## config.mk

```make
export PLATFORM = sky130hd
export DESIGN_NAME = orb_pingpong_ctrl
export DESIGN_NICKNAME = d
export VERILOG_FILES = /design/src/rtl/orb_pp_pkg.sv /design/src/rtl/orb_pingpong_ctrl_sat_counter.sv /design/src/rtl/orb_pingpong_ctrl.sv
export SDC_FILE = /design/constraint.sdc
export NUM_CORES = 1
export LEC_CHECK = 0
export ABC_AREA = 1
export CORE_MARGIN = 1.5
export CORE_UTILIZATION = 35
export CTS_CLUSTER_SIZE = 16
export DETAILED_ROUTE_END_ITERATION = 8
export PLACE_DENSITY = 0.81
export SLEW_MARGIN = 20
export SYNTH_ARGS = -nofsm -noshare
export SYNTH_HDL_FRONTEND = slang
export SYNTH_HIERARCHICAL = 1
export SYNTH_SLANG_ARGS = --single-unit
```

## constraint.sdc

```tcl
create_clock -name clk -period 1.2 [get_ports clk]
set_input_delay 0.24 -clock clk [delete_from_list [all_inputs] [get_ports clk]]
set_output_delay 0.24 -clock clk [all_outputs]
set_load 0.03 [all_outputs]
```

## src/rtl/orb_pp_pkg.sv

```systemverilog
// Shared definitions for the orbit ping-pong frame buffer controller:
// default widths, bank encodings and the fill-side state encoding.
// No ports; imported by orb_pingpong_ctrl and sat_counter users.
package orb_pp_pkg;

    localparam int AW_DEF = 11;   // 2048 words per bank
    localparam int DW_DEF = 12;   // orbit word width
    localparam int CW_DEF = 8;    // telemetry counter width

    localparam logic BANK_A = 1'b0;
    localparam logic BANK_B = 1'b1;

    typedef enum logic {
        FILL = 1'b0,              // fill bank accepting writes
        FULL = 1'b1               // fill bank holds a complete frame
    } pp_state_t;

endpackage

```

## src/rtl/orb_pingpong_ctrl_sat_counter.sv

```systemverilog
// Saturating up-counter used for underrun/overrun telemetry.
// Latency: count updates on the clock edge after i_inc; holds at 2^W-1.
// Backpressure: none; increments beyond saturation are silently dropped.
// Ports: i_clk clock, i_rst_n synchronous active-low clear, i_inc increment
// strobe, o_cnt current count.
module sat_counter #(
    parameter int W = 8
) (
    input  logic         i_clk,
    input  logic         i_rst_n,
    input  logic         i_inc,
    output logic [W-1:0] o_cnt
);

    logic [W-1:0] r_cnt;

    always_ff @(posedge i_clk) begin
        if (!i_rst_n) begin
            r_cnt <= '0;
        end else if (i_inc && (r_cnt != {W{1'b1}})) begin
            r_cnt <= r_cnt + 1'b1;
        end
    end

    assign o_cnt = r_cnt;

endmodule

```

## src/rtl/orb_pingpong_ctrl.sv

```systemverilog
// Ping-pong bank sequencer between the LCB packer (writer) and orbit serializer (reader).
// Latency: write 1 cycle to bank ports; read 2 cycles rd_en -> rd_data/rd_valid.
// Backpressure: none; writes while the fill bank is full are dropped and counted.
// Ports: writer (wr_*), reader (rd_*), bank A/B RAM ports (a_*/b_*, ram_wdata),
// status (fill_bank, frame_ready) and telemetry counters (underrun_cnt, overrun_cnt).
module orb_pingpong_ctrl
    import orb_pp_pkg::*;
#(
    parameter int AW = AW_DEF,
    parameter int DW = DW_DEF,
    parameter int CW = CW_DEF
) (
    input  logic          clk,
    input  logic          rst,
    input  logic          wr_en,
    input  logic [AW-1:0] wr_addr,
    input  logic [DW-1:0] wr_data,
    input  logic          wr_last,
    input  logic          rd_en,
    input  logic [AW-1:0] rd_addr,
    input  logic          rd_swap,
    output logic [DW-1:0] ram_wdata,
    output logic          a_wren,
    output logic          b_wren,
    output logic [AW-1:0] a_wraddr,
    output logic [AW-1:0] b_wraddr,
    output logic          a_rden,
    output logic          b_rden,
    output logic [AW-1:0] a_rdaddr,
    output logic [AW-1:0] b_rdaddr,
    input  logic [DW-1:0] a_q,
    input  logic [DW-1:0] b_q,
    output logic [DW-1:0] rd_data,
    output logic          rd_valid,
    output logic          fill_bank,
    output logic          frame_ready,
    output logic [CW-1:0] underrun_cnt,
    output logic [CW-1:0] overrun_cnt
);

    pp_state_t     r_state;
    logic          r_fill_bank;
    logic          r_frame_ready;
    logic          r_a_wren, r_b_wren;
    logic [AW-1:0] r_wraddr;
    logic [DW-1:0] r_wdata;
    logic          r_a_rden, r_b_rden;
    logic [AW-1:0] r_rdaddr;
    // Bank tag and valid travel alongside each read so a swap cannot
    // redirect a request that is already in flight.
    logic          r_tag1, r_vld1;
    logic          r_tag2, r_rd_valid;

    logic w_play_bank;
    logic w_wr_acc;
    logic w_wr_done;
    logic w_underrun;
    logic w_overrun;

    assign w_play_bank = ~r_fill_bank;
    assign w_wr_acc    = wr_en && (r_state == FILL);
    assign w_wr_done   = w_wr_acc && wr_last;
    // A frame completing in the swap cycle counts as ready: no underrun.
    assign w_underrun  = rd_swap && (r_state == FILL) && !w_wr_done;
    assign w_overrun   = wr_en && (r_state == FULL);

    always_ff @(posedge clk) begin
        if (!rst) begin
            r_state       <= FILL;
            r_fill_bank   <= BANK_A;
            r_frame_ready <= 1'b0;
            r_a_wren      <= 1'b0;
            r_b_wren      <= 1'b0;
            r_wraddr      <= '0;
            r_wdata       <= '0;
            r_a_rden      <= 1'b0;
            r_b_rden      <= 1'b0;
            r_rdaddr      <= '0;
            r_tag1        <= 1'b0;
            r_vld1        <= 1'b0;
            r_tag2        <= 1'b0;
            r_rd_valid    <= 1'b0;
        end else begin
            // Write path: steer to the current fill bank only.
            r_a_wren <= w_wr_acc && (r_fill_bank == BANK_A);
            r_b_wren <= w_wr_acc && (r_fill_bank == BANK_B);
            if (w_wr_acc) begin
                r_wraddr <= wr_addr;
                r_wdata  <= wr_data;
            end

            // Read path: steer to the play bank as it stands this cycle.
            r_a_rden <= rd_en && (w_play_bank == BANK_A);
            r_b_rden <= rd_en && (w_play_bank == BANK_B);
            if (rd_en) begin
                r_rdaddr <= rd_addr;
            end
            r_tag1     <= w_play_bank;
            r_vld1     <= rd_en;
            r_tag2     <= r_tag1;
            r_rd_valid <= r_vld1;

            // Fill-side sequencing.
            case (r_state)
                FILL: begin
                    if (w_wr_done && rd_swap) begin
                        r_fill_bank   <= ~r_fill_bank;
                        r_frame_ready <= 1'b0;
                    end else if (w_wr_done) begin
                        r_state       <= FULL;
                        r_frame_ready <= 1'b1;
                    end
                end
                FULL: begin
                    if (rd_swap) begin
                        r_state       <= FILL;
                        r_fill_bank   <= ~r_fill_bank;
                        r_frame_ready <= 1'b0;
                    end
                end
                default: begin
                    r_state       <= FILL;
                    r_frame_ready <= 1'b0;
                end
            endcase
        end
    end

    sat_counter #(.W(CW)) u_underrun (
        .i_clk   (clk),
        .i_rst_n (rst),
        .i_inc   (w_underrun),
        .o_cnt   (underrun_cnt)
    );

    sat_counter #(.W(CW)) u_overrun (
        .i_clk   (clk),
        .i_rst_n (rst),
        .i_inc   (w_overrun),
        .o_cnt   (overrun_cnt)
    );

    assign ram_wdata   = r_wdata;
    assign a_wren      = r_a_wren;
    assign b_wren      = r_b_wren;
    assign a_wraddr    = r_wraddr;
    assign b_wraddr    = r_wraddr;
    assign a_rden      = r_a_rden;
    assign b_rden      = r_b_rden;
    assign a_rdaddr    = r_rdaddr;
    assign b_rdaddr    = r_rdaddr;
    // Bank RAMs are registered, so the returning word lines up with the tag.
    assign rd_data     = r_rd_valid ? (r_tag2 ? b_q : a_q) : '0;
    assign rd_valid    = r_rd_valid;
    assign fill_bank   = r_fill_bank;
    assign frame_ready = r_frame_ready;

endmodule

```

==> impl_metrics.json <==
{
  "yosysMostFrequentCell": "nor2_1",
  "synth_edf_count": 0,
  "grt_util_met3_pct": 6.63,
  "drt-vias-per-instance": 4.60,
  "port-buffer-count": 154,
  "grt_first_pass_wirelength_mm": 12.6,
  "die_w_um": 94.0,
  "syn_area_per_cell_um2": 7.17,
  "end_kind": "output pin",
  "totalWireLength_mm": 8.32,
  "yosys-top-cells-count": "nor2_1, dfxtp_1, nand2_1, o21ai_0, inv_1",
  "num_rows": 32,
  "drt-initial-drc-count": 77,
  "yosysTopAreaCell": "dfxtp_1",
  "clkSinkCount": 61,
  "path_max_fanout": 6,
  "tns_ns": -2.70,
  "reg2regPathDepth": 6,
  "period_share_pct": 120,
  "syn_area_um2": 2900,
  "cts_made_buffers": 9,
  "yosysWarnings": 6,
  "synthCells": 404,
  "rsz0062_at_grt": "yes",
  "p_leak_nw": 2.21,
  "gr-total-overflow": 0,
  "crit_type": "flip-flop to output pin",
  "final_cells": 663,
  "cts_tree": "built",
  "yosys_most_used_dff": "dfxtp_1",
  "slew_viol_final": 0,
  "pin_count": 155,
  "grt_use_total_pct": 18.1,
  "clkTransAtPathRegs_ns": 0.07,
  "htreeDepth": 3,
  "ir_worst_vdd_mv": 0.851,
  "drtAntennaViolNets": 0,
  "synthTopCellsByArea": "dfxtp_1, nor2_1, o21ai_0",
  "gp_congestion": 0.780,
  "drt-wirelength-per-cell_um": 12.5,
  "grt_max_degree": 57,
  "worstMarginPinSlew_ns": 0.376,
  "maxCapViolations": 0,
  "first_pass_iters": 4,
  "syn_nets": 470,
  "ys_ff_latch": 61,
  "final_util_pct": 61.4,
  "setup_ws_ns": -0.238,
  "dp_cells": 640,
  "nets": 621,
  "arrival_ns": 1.20,
  "die_y_um": 94.0,
  "hold_path_class": "input port to flip-flop",
  "synthToLayoutAreaGrowth_pct": 67.3,
  "startpoint_type": "flip-flop",
  "antenna_found_initial": 1,
  "clk-insertion-delay-late_ns": 0.33,
  "coreArea_um2": 7890,
  "skew_ns": 0.0105,
  "slew_headroom_pct": 74.9,
  "top_usage_layer": "met2",
  "drive_above_1_share_pct": 41.6,
  "place.detailed.hpwl_mm": 5.77,
  "ys_seq_area_share_pct": 42.2,
  "min_period_ns": 1.44,
  "violations": "negative setup slack",
  "grt_pass1_vias": 2808,
  "async_flop_share_pct": 0,
  "hold_buffers": 0,
  "hold_viol": 0,
  "initial_core_util_pct": 36.7,
  "status": "finished with violations",
  "critical_path_required_ns": 0.96,
  "fp.dieArea_um2": 8830,
  "setup_viol_count_final": 13,
  "drc": 0,
  "use_met2_pct": 33.6,
  "num_vias": 3049,
  "fin_area_um2": 4840,
  "synth.distinct_cells": 25,
  "met1_usage_pct": 18.8,
  "whs_path_depth": 3,
  "clock.fmax_mhz": 695,
  "synth_top_cell_area_share_pct": 42.2,
  "cts_buffer_depth": 2,
  "dpl-instance-area_um2": 4330,
  "power_density_nw_per_um2": 1050,
  "ctsRootBufferMaster": "clkbuf_8"
}
==> critical path, stage by stage, from the launching register on <==
cell and delay [ns]:
dfxtp_4 0.36, inv_4 0.07, buf_8 0.13, nor2_2 0.04, nor2_2 0.10, buf_4 0.17
==> what timing repair did <==
| item | CTS | global route |
|---|---|---|
| cloned | 1 | 1 |
| pin swaps | 7 | 13 |
| gates resized for setup | 46 | 57 |
| endpoints found under the setup margin | 27 | 37 |
| buffers inserted | 0 | 4 |
==> layout by cell type, fill, tap and decap left out, drive strengths merged, types with 2 or more instances in the layout <==
cell type and instances:
a21o 2, a21oi 13, buf 118, clkbuf 11, clkdlybuf4s50 60, clkinv 5
dfxtp 61, ha 2, inv 31, nand2 50, nand3 22, nand3b 4
nor2 127, nor3 4, o21ai 46
==> stage by stage <==
stage / hold WS [ns] / total power [mW] / setup WS [ns]
detailed placement: 0.412 / 3.49 / -0.471
finish: 0.292 / 5.10 / -0.238
CTS: 0.336 / 5.12 / -0.246
global route: 0.295 / 5.40 / -0.308
global placement: 0.411 / 3.46 / -0.400
floorplan: 0.319 / 2.96 / -0.00290
==> area by class of cell <==
type / count / area, um2
fill: 681 / 3040
timing repair buffer: 180 / 1680
multi-input combinational: 271 / 1470
sequential: 61 / 1270
clock buffer: 11 / 141
inverter: 32 / 135
tap: 102 / 128
clock inverter: 5 / 27.5
antenna: 1 / 2.50
==> state kept, by name, indices dropped and copies added, names as in the netlist, 8 cells and up <==
name,cells
a_rdaddr,11
a_wraddr,11
ram_wdata,12
u_overrun/o_cnt,8
u_underrun/o_cnt,8
==> metal layers <==
metal / wire length (um) / up-vias / part of all wire [%]
met5: 0 / - / 0
met4: 75 / 0 / 0.90
met3: 756 / 5 / 9.1
met2: 4270 / 116 / 51
met1: 3210 / 1373 / 39
li1: - / 1555 / -
==> report_power, final <==
group	switching [mW]	internal, mW
combinational	0.702	0.606
sequential	0.0981	2.13
clock	0.773	0.791
==> cell families (layout without fill, tap and decap cells) <==
kind of cell	Yosys count	in the layout	share of synthesized area, %
buf+inv	73	228	15.7
flops	61	61	42.2
compound gates	61	61	10.7
fa+ha+maj	2	2	0.864
other cells	0	1	0
simple gates	207	208	30.5
==> path summary, 6_finish.rpt <==
| check | slack, ns | from | to |
|---|---|---|---|
| setup / recovery | -0.24 | r_tag2$_SDFF_PN0_ | rd_data[9] |
| hold / removal | 0.29 | wr_last | r_state$_SDFF_PN0_ |
| hold reg to reg | 0.42 | r_tag1$_SDFF_PN0_ | r_tag2$_SDFF_PN0_ |
| setup reg to reg | 0.06 | u_underrun/o_cnt[0]$_SDFFE_PN0P_ | u_underrun/o_cnt[4]$_SDFFE_PN0P_ |
No activity file was read; power rests on OpenSTA's default activity.
